[config.mk]
export PLATFORM = sky130hd
export DESIGN_NAME = audio_seq_engine
export DESIGN_NICKNAME = d
export VERILOG_FILES = /design/src/rtl/audio_pkg.sv /design/src/rtl/sq_voice.sv /design/src/rtl/audio_seq_engine.sv
export SDC_FILE = /design/constraint.sdc
export NUM_CORES = 1
export LEC_CHECK = 0
export CORE_ASPECT_RATIO = 0.75
export CORE_MARGIN = 2
export CORE_UTILIZATION = 35
export CTS_BUF_LIST = sky130_fd_sc_hd__clkbuf_4 sky130_fd_sc_hd__clkbuf_8
export DETAILED_ROUTE_END_ITERATION = 12
export PLACE_DENSITY = 0.52
export SYNTH_ARGS = -nofsm -noshare
export SYNTH_HDL_FRONTEND = slang
export SYNTH_SLANG_ARGS = --single-unit
[constraint.sdc]
create_clock -name clk -period 4.9 [get_ports clk]
set_input_delay 0.735 -clock clk [delete_from_list [all_inputs] [get_ports clk]]
set_output_delay 0.735 -clock clk [all_outputs]
set_load 0.05 [all_outputs]
[src/rtl/audio_pkg.sv]
// Shared definitions for the multi-voice audio engine: note half-periods,
// sequencer state encoding and the per-channel pattern ROM.
package audio_pkg;

    // Half-periods in synth ticks; REST silences a voice
    localparam logic [6:0] REST = 7'd0;
    localparam logic [6:0] B1   = 7'd100;
    localparam logic [6:0] D2   = 7'd84;
    localparam logic [6:0] E2   = 7'd74;
    localparam logic [6:0] F2   = 7'd70;
    localparam logic [6:0] G2   = 7'd62;
    localparam logic [6:0] A2   = 7'd55;
    localparam logic [6:0] C3   = 7'd47;
    localparam logic [6:0] D3   = 7'd42;
    localparam logic [6:0] E3   = 7'd37;
    localparam logic [6:0] F3   = 7'd35;
    localparam logic [6:0] A3   = 7'd28;

    // Fixed half-periods used by the short stub pattern
    localparam logic [6:0] STUB_HP0 = 7'd2;
    localparam logic [6:0] STUB_HP1 = 7'd3;

    typedef enum logic [1:0] {
        ST_IDLE = 2'd0,
        ST_PLAY = 2'd1,
        ST_DONE = 2'd2
    } seq_state_t;

    // Pattern ROM: half-period for channel ch at pattern position pos.
    // Channel 0 carries an 8-step bassline, channel 1 a 16-step melody that
    // enters after the first 32 positions. Undefined channels stay silent.
    function automatic logic [6:0] pattern_hp(input int unsigned ch,
                                              input logic [6:0] pos,
                                              input logic use_stub);
        logic [6:0] hp;
        hp = REST;
        if (use_stub) begin
            if (ch == 0)
                hp = STUB_HP0;
            else if (ch == 1)
                hp = STUB_HP1;
        end else if (ch == 0) begin
            case (pos[2:0])
                3'd0:    hp = E2;
                3'd1:    hp = E2;
                3'd2:    hp = G2;
                3'd3:    hp = A2;
                3'd4:    hp = E2;
                3'd5:    hp = F2;
                3'd6:    hp = D2;
                default: hp = B1;
            endcase
        end else if (ch == 1) begin
            if (pos[6:5] != 2'd0) begin
                case (pos[3:0])
                    4'd0:    hp = E3;
                    4'd1:    hp = REST;
                    4'd2:    hp = D3;
                    4'd3:    hp = C3;
                    4'd4:    hp = A3;
                    4'd5:    hp = A3;
                    4'd6:    hp = F3;
                    4'd7:    hp = E3;
                    4'd8:    hp = D3;
                    4'd9:    hp = REST;
                    4'd10:   hp = C3;
                    4'd11:   hp = D3;
                    4'd12:   hp = E3;
                    4'd13:   hp = C3;
                    4'd14:   hp = A2;
                    default: hp = REST;
                endcase
            end
        end
        return hp;
    endfunction

endpackage

[src/rtl/sq_voice.sv]
// One square-wave voice: a half-period counter that toggles the output bit
// every half_period synth ticks while the voice is active.
module sq_voice
    import audio_pkg::*;
(
    input  logic       clk,
    input  logic       rst_n,
    input  logic       tick,
    input  logic       active,
    input  logic [6:0] half_period,
    output logic       square
);

    logic [6:0] period_ctr;

    // Advance the period counter on synth ticks; silence clears it to a known phase
    always_ff @(posedge clk or negedge rst_n) begin
        if (!rst_n) begin
            period_ctr <= 7'd0;
            square     <= 1'b0;
        end else if (tick) begin
            if (!active || half_period == REST) begin
                period_ctr <= 7'd0;
                square     <= 1'b0;
            end else if (period_ctr >= half_period - 7'd1) begin
                period_ctr <= 7'd0;
                square     <= ~square;
            end else begin
                period_ctr <= period_ctr + 7'd1;
            end
        end
    end

endmodule

[src/rtl/audio_seq_engine.sv]
// Multi-voice pattern sequencer: prescaler, play/stop FSM, NUM_CH square
// voices fed from the pattern ROM, and a first-order delta-sigma mixer that
// folds all voices onto one output pin.
module audio_seq_engine
    import audio_pkg::*;
#(
    parameter int NUM_CH         = 2,
    parameter int CTR_W          = 18,
    parameter int SYNTH_BIT      = 10,
    parameter int STEPS_PER_NOTE = 20,
    parameter int GATE_STEPS     = 10,
    parameter int SONG_LEN       = 128,
    parameter bit USE_STUB_ROM   = 1'b0
) (
    input  logic              clk,
    input  logic              rst_n,
    input  logic              en,
    input  logic              loop_mode,
    input  logic [NUM_CH-1:0] mute,
    output logic              audio,
    output logic              busy,
    output logic [6:0]        song_pos,
    output logic              note_strobe
);

    localparam int STEP_W = (STEPS_PER_NOTE > 1) ? $clog2(STEPS_PER_NOTE) : 1;
    localparam int SUM_W  = $clog2(NUM_CH + 1);

    localparam logic [STEP_W-1:0] STEP_LAST = STEP_W'(STEPS_PER_NOTE - 1);
    localparam logic [STEP_W:0]   GATE_LIM  = (STEP_W + 1)'(GATE_STEPS);
    localparam logic [6:0]        POS_LAST  = 7'(SONG_LEN - 1);
    localparam logic [SUM_W:0]    MIX_DIV   = (SUM_W + 1)'(NUM_CH);

    logic [CTR_W-1:0]  presc;
    logic              synth_tick;
    logic              seq_tick;

    seq_state_t        state, state_nxt;
    logic [STEP_W-1:0] step_ctr, step_nxt;
    logic [6:0]        pos_nxt;
    logic              strobe_nxt;
    logic              gate;

    logic [6:0]        hp [NUM_CH];
    logic [NUM_CH-1:0] square;
    logic [SUM_W-1:0]  mix_sum;
    logic [SUM_W-1:0]  acc;
    logic [SUM_W:0]    mix_t;

    // Free-running prescaler; both ticks are decoded from its low bits
    always_ff @(posedge clk or negedge rst_n) begin
        if (!rst_n)
            presc <= '0;
        else
            presc <= presc + 1'b1;
    end

    assign synth_tick = &presc[SYNTH_BIT:0];
    assign seq_tick   = &presc;

    // Sequencer state, step counter, position and strobe registers
    always_ff @(posedge clk or negedge rst_n) begin
        if (!rst_n) begin
            state       <= ST_IDLE;
            step_ctr    <= '0;
            song_pos    <= 7'd0;
            note_strobe <= 1'b0;
        end else begin
            state       <= state_nxt;
            step_ctr    <= step_nxt;
            song_pos    <= pos_nxt;
            note_strobe <= strobe_nxt;
        end
    end

    // Next-state logic; dropping en in PLAY wins over a coincident seq_tick,
    // and reaching the song end without loop_mode parks in DONE without a strobe
    always_comb begin
        state_nxt  = state;
        step_nxt   = step_ctr;
        pos_nxt    = song_pos;
        strobe_nxt = 1'b0;
        case (state)
            ST_IDLE: begin
                step_nxt = '0;
                pos_nxt  = 7'd0;
                if (en)
                    state_nxt = ST_PLAY;
            end
            ST_PLAY: begin
                if (!en) begin
                    state_nxt = ST_IDLE;
                    step_nxt  = '0;
                    pos_nxt   = 7'd0;
                end else if (seq_tick) begin
                    if (step_ctr == STEP_LAST) begin
                        step_nxt = '0;
                        if (song_pos == POS_LAST) begin
                            if (loop_mode) begin
                                pos_nxt    = 7'd0;
                                strobe_nxt = 1'b1;
                            end else begin
                                state_nxt = ST_DONE;
                            end
                        end else begin
                            pos_nxt    = song_pos + 7'd1;
                            strobe_nxt = 1'b1;
                        end
                    end else begin
                        step_nxt = step_ctr + 1'b1;
                    end
                end
            end
            ST_DONE: begin
                if (!en) begin
                    state_nxt = ST_IDLE;
                    step_nxt  = '0;
                    pos_nxt   = 7'd0;
                end
            end
            default: begin
                state_nxt = ST_IDLE;
                step_nxt  = '0;
                pos_nxt   = 7'd0;
            end
        endcase
    end

    assign busy = (state == ST_PLAY);
    assign gate = (state == ST_PLAY) && ({1'b0, step_ctr} < GATE_LIM);

    for (genvar g = 0; g < NUM_CH; g++) begin : g_voice
        assign hp[g] = pattern_hp(g, song_pos, USE_STUB_ROM);

        sq_voice u_voice (
            .clk         (clk),
            .rst_n       (rst_n),
            .tick        (synth_tick),
            .active      (gate && !mute[g]),
            .half_period (hp[g]),
            .square      (square[g])
        );
    end

    // Count how many voices are currently high
    always_comb begin
        mix_sum = '0;
        for (int i = 0; i < NUM_CH; i++)
            mix_sum = mix_sum + SUM_W'(square[i]);
    end

    assign mix_t = {1'b0, acc} + {1'b0, mix_sum};

    // Delta-sigma accumulator: emit a 1 whenever the running sum crosses NUM_CH
    always_ff @(posedge clk or negedge rst_n) begin
        if (!rst_n) begin
            acc   <= '0;
            audio <= 1'b0;
        end else if (mix_t >= MIX_DIV) begin
            acc   <= SUM_W'(mix_t - MIX_DIV);
            audio <= 1'b1;
        end else begin
            acc   <= SUM_W'(mix_t);
            audio <= 1'b0;
        end
    end

endmodule

# Word level (Yosys, flattened, before mapping)
# Memories as Yosys holds them, arrays and structs flattened.
# Cells that the tools add are included.
# op_classes
addsub	10
order_cmp	4
eq_ne	17
mux	38
n_bitwise	2
reduce_logical	24
# op_table
op	count
$mux W7	11
$pmux W7 S5	1
$reduce_and A12 Y1	2
$add A7 B1 Y7 const B	3
$mux W5	4
$add A18 B1 Y18 const B	1
$reduce_and A18 Y1	1
$mux W2	8
$ge A7 B7 Y1	2
$logic_not A7 Y1	2
$pmux W7 S2	1
$sub A7 B1 Y7 const B	2
$mux W1	11
$reduce_and A11 Y1	1
$pmux W5 S2	1
$eq A3 B3 Y1 const B	3
$ne A3 B2 Y1 const B	3
$eq A7 B7 Y1 const B	1
$eq A3 B2 Y1 const B	2
$pmux W2 S3	1
$reduce_and A6 Y1	1
$reduce_bool A2 Y1	3
$add A5 B1 Y5 const B	1
$eq A5 B5 Y1 const B	1
20 further kinds	28
# totals
regBits	52
romBits	96
in_bits	6
elab_cells	107
n_memories	1
# memory_table
memory	words	word_bits	rd	rd_clocked_by_memory_dff	wr	line	source
(no name shown)	16	6	1	0	0	audio_pkg.sv:55	case (pos[3:0])

# Logic depth before layout (Yosys ltp)
# depth
word_depth	7
ltp_mapped	15
depth_no_buf	14

# Hierarchy
# From an unflattened synthesis, not the netlist that was laid out.
# unflattened
hier_cells	388
hier_area_um2	3540.9
# modules_own_cells
mod	instances	cells_per_inst	area_each_um2	seq_area_each_um2
audio_seq_engine	1	234	2177.1	900.9
sq_voice	2	77	681.9	200.2

# Worst setup path after synthesis
# Ideal clock, no wire load.
# synth_timing
path_kind	register to register
start	reg song_pos[2]
end	reg g_voice[0].u_voice.period_ctr[3]
t_arrival_ns	4.097
t_required_ns	4.812
path_slack_ns	0.715
path_stages_with_launch	16
path_buffers	2
cell_sequence	dfrtp_1 -> buf_2 -> buf_2 -> inv_1 -> ha_1 -> or2_2 -> and3b_1 -> nand2_1 -> o311ai_0 -> o41ai_1 -> ha_1 -> and3_1 -> a221o_1 -> a31oi_1 -> nand3_1 -> o211ai_1
# synth_via
elab_chain_len	7
word_cells_on_any_way	15
# synth_rtl
item	line	source
from (decl)	audio_seq_engine.sv:22	output logic [6:0] song_pos,
from (signal assigned)	audio_seq_engine.sv:71	song_pos <= pos_nxt;
$eq A3 B3 Y1, or another cell as far along	audio_pkg.sv:43	case (pos[2:0])
$reduce_or A3 Y1 (no source line)	-	
$pmux W7 S5 *	audio_pkg.sv:43	
$sub A7 B1 Y7	sq_voice.sv:25	end else if (period_ctr >= half_period - 7'd1) begin
$ge A7 B7 Y1	sq_voice.sv:25	
$mux W7	sq_voice.sv:25	
$mux W7 *	sq_voice.sv:22	if (!active || half_period == REST) begin
to (signal assigned)	sq_voice.sv:29	period_ctr <= period_ctr + 7'd1;
to (decl)	sq_voice.sv:14	logic [6:0] period_ctr;
# Every way passes the cells marked *; elsewhere a longest branch is shown, timed or not.
# A chain may end at the register's enable or synchronous reset.

# Final worst setup path
# layout_timing
start	reg song_pos[1]
end	reg g_voice[0].u_voice.period_ctr[3]
# The elaborated chain is that of the path after synthesis.

==> flow_metrics.tcl <==
set metrics [dict create \
    period_share 0.854 \
    cts_resized 0 \
    met3_usage 0.0299 \
    die_w_um 121 \
    ys.flop_type "dfrtp_1" \
    netlist_instances 395 \
    fillerInstances 1046 \
    port_buffers 15 \
    grt.total_usage 0.150 \
    grt_overflow 0 \
    dp_hpwl_mm 5.80 \
    path_cells "ha_1, ha_1, or2_2, and3b_1, nand2_1, o311ai_0, o41ai_1, ha_1, and3_1, a221o_1, a31oi_1, nand3_1, o211ai_1" \
    drive_above_1_share 0.0827 \
    clkTransAtPathRegs_ns 0.10 \
    max_slew_margin 0.456 \
    post-route-drc-count 0 \
    p_switching_mw 0.173 \
    max_freq_mhz 239 \
    cell_internal_pwr_mw 0.547 \
    worstSetupStartpointType "flop" \
    synth-async-reset-ratio 1.00 \
    critPathKind "flop to flop" \
    met1_usage 0.233 \
    critPathRequiredTime_ns 5.14 \
    cp_max_fo 16 \
    power_frac_clock 0.361 \
    arrival_ns 4.42 \
    r2r_slack_ns 0.72 \
    netlist.area_leader.share 0.359 \
    leakage_nw 1.74 \
    via_count 2897 \
    ir_worst_vdd_uv 99.4 \
    cts_tree "yes" \
    hold_viol_final 0 \
    gp_congestion 0.795 \
    grt_max_degree 53 \
    pwr-share-seq 0.600 \
    cts_sinks 52 \
    diodes 0 \
    postRouteAntennaNets 0 \
    post-route-min-period_ns 4.18 \
    synth_area_leader_cell "dfrtp_1" \
    firstDrtPassIters 5 \
    rsz0062_at_grt "false" \
    fin_worst_skew_ns 0.00606 \
    cts_hold_buf 0 \
    synth-seq-cells 52 \
    initial_utilization 0.356 \
    syn_area_mm2 0.00362 \
    combPwrFrac 0.039 \
    setup_viol 0 \
    yosysSeqAreaShare 0.359 \
    htree_num_levels 2 \
    cpLargestDelayFamily "compound AO/OA/AOI/OAI gates" \
    finalPower_mw 0.720 \
    tightest_slew_ns 0.805 \
    antenna_found_initial 0 \
    critPathSlowestCell "dfrtp_1" \
    netSwitchingFraction 0.241 \
    synthDistinctLibCells 67 \
    dieArea_mm2 0.0112 \
    worstSetupEndpointType "flop" \
    cts-root-buf "clkbuf_8" \
    finalSetupTns_ns 0 \
    first_global_vias 2692 \
    ys_top_cells_by_area "dfrtp_1, ha_1, nand2_1, xnor2_1, nor2_1" \
    cts_buffers 5 \
    wl_mm 7.68 \
    slowest_delay_ns 0.57 \
    nNetsFinal 450 \
    synth_most_common_cell "dfrtp_1" \
    drt_iter0_markers 198 \
    slew_violations 0 \
    grt_pass1_wl_mm 13.3 \
    p_per_area_mw_per_mm2 181 \
    vias_per_cell 5.30 \
    cts_setup_buffers 0 \
    path_buf_inv 0 \
    top_usage_layer "met1" \
    clockBufferDepth 2 \
    synth_warnings 0 \
    min_path_type "flop to flop" \
    synth_edf_count 0 \
    status "finished clean" \
    clk_latency_ns 0.32 \
    grt_use_met2 0.206 \
    core_area_mm2 0.0102 \
    top_level_ports 16 \
    cap_violations 0 \
    synth_nets 435 \
    area_delta_synth_final_pct 10.1 \
    finish.utilization 0.392 \
    die_h_um 92.1 \
    wl_per_cell_um 14.0 \
    avgSynthCellArea_um2 9.16 \
    row_count 32 \
    crit_path_frequent_cell "ha_1" \
    ys_top_cells_by_count "dfrtp_1, nand2_1, ha_1" \
]
[metrics by stage]
stage          hold WS [ns]  instances  cell area, um2  worst slack [ns]
3_5_place_dp          0.473        539            3890             0.750
3_3_place_gp          0.457        539            3890             0.945
6_report              0.480        547            3990             0.716
2_1_floorplan         0.439        395            3620             0.715
4_1_cts               0.487        547            3990             0.733
5_1_grt               0.500        547            3990             0.309
[power groups by stage]
stage	Clock, mW	Combinational [mW]	Sequential [mW]
2_1_floorplan	0	0.0114	0.440
3_3_place_gp	0	0.0288	0.440
3_5_place_dp	0	0.0291	0.440
4_1_cts	0.272	0.0292	0.432
5_1_grt	0.287	0.0326	0.432
6_report	0.260	0.0280	0.432
[cell usage in the layout, fill, tap and decap left out, types with 5 or more instances in the layout]
master and instances:
clkdlybuf4s50_1 14, xor2_1 9, or2_2 5, a21oi_1 10
xnor2_1 14, nand3_1 18, clkbuf_8 5, nand3b_1 5
mux2i_1 7, nand2b_1 6, o21ai_0 21, a21o_1 5
nor2b_1 6, inv_1 25, nor3_1 11, nand2_1 42
o22ai_1 5, a31oi_1 10, dfrtp_1 52, nor2_1 29
ha_1 33, nand4_1 11
[flip-flops by register name, indices dropped and copies added (netlist names)]
signal,flops
note_strobe,1
song_pos,7
state,2
step_ctr,5
g_voice.u_voice.square,2
acc,2
audio,1
g_voice.u_voice.period_ctr,14
presc,18
[worst register-to-register path, delay by kind of cell, from the launching register on]
kind,cells,cell delay [ns]
AO/OA/AOI/OAI,5,1.56
AND/OR/NAND/NOR,5,1.17
adder cells (fa/ha/maj),3,0.82
flip-flops,1,0.57
[cell type report]
type / count / area [um2] / area share
repair buffers: 18 / 168 / 0.0421
clock buffers: 6 / 76.3 / 0.0191
well taps: 136 / 170 / 0.0427
flip-flops and latches: 52 / 1300 / 0.326
clock inverters: 2 / 16.3 / 0.00408
inverters: 25 / 93.8 / 0.0235
multi-input cells: 308 / 2160 / 0.542
[final timing paths]
check                            start                          endpoint  cells after the start
setup / recovery           song_pos[1]  g_voice[0].u_voice.period_ctr[3]                     13
hold / removal                presc[0]                          presc[0]                      1
setup reg to reg           song_pos[1]  g_voice[0].u_voice.period_ctr[3]                     13
hold reg to reg               presc[0]                          presc[0]                      1
max in group asynchronous        rst_n         g_voice[0].u_voice.square                      2
min in group asynchronous        rst_n                       step_ctr[0]                      2
[cell families after synthesis]
family	after synthesis	synth area share
buf+inv	35	0.0436
flops	52	0.359
xor+xnor	23	0.0557
compound gates	82	0.154
fa+ha+maj	34	0.120
mux	9	0.0266
simple gates	160	0.241
[per-layer routing]
layer | share of wire | vias to the layer above
met5 | 0 | -
met4 | 0.012 | 0
met3 | 0.052 | 8
met2 | 0.40 | 62
met1 | 0.53 | 1371
li1 | - | 1456
Power figures use the tool's default switching activity.
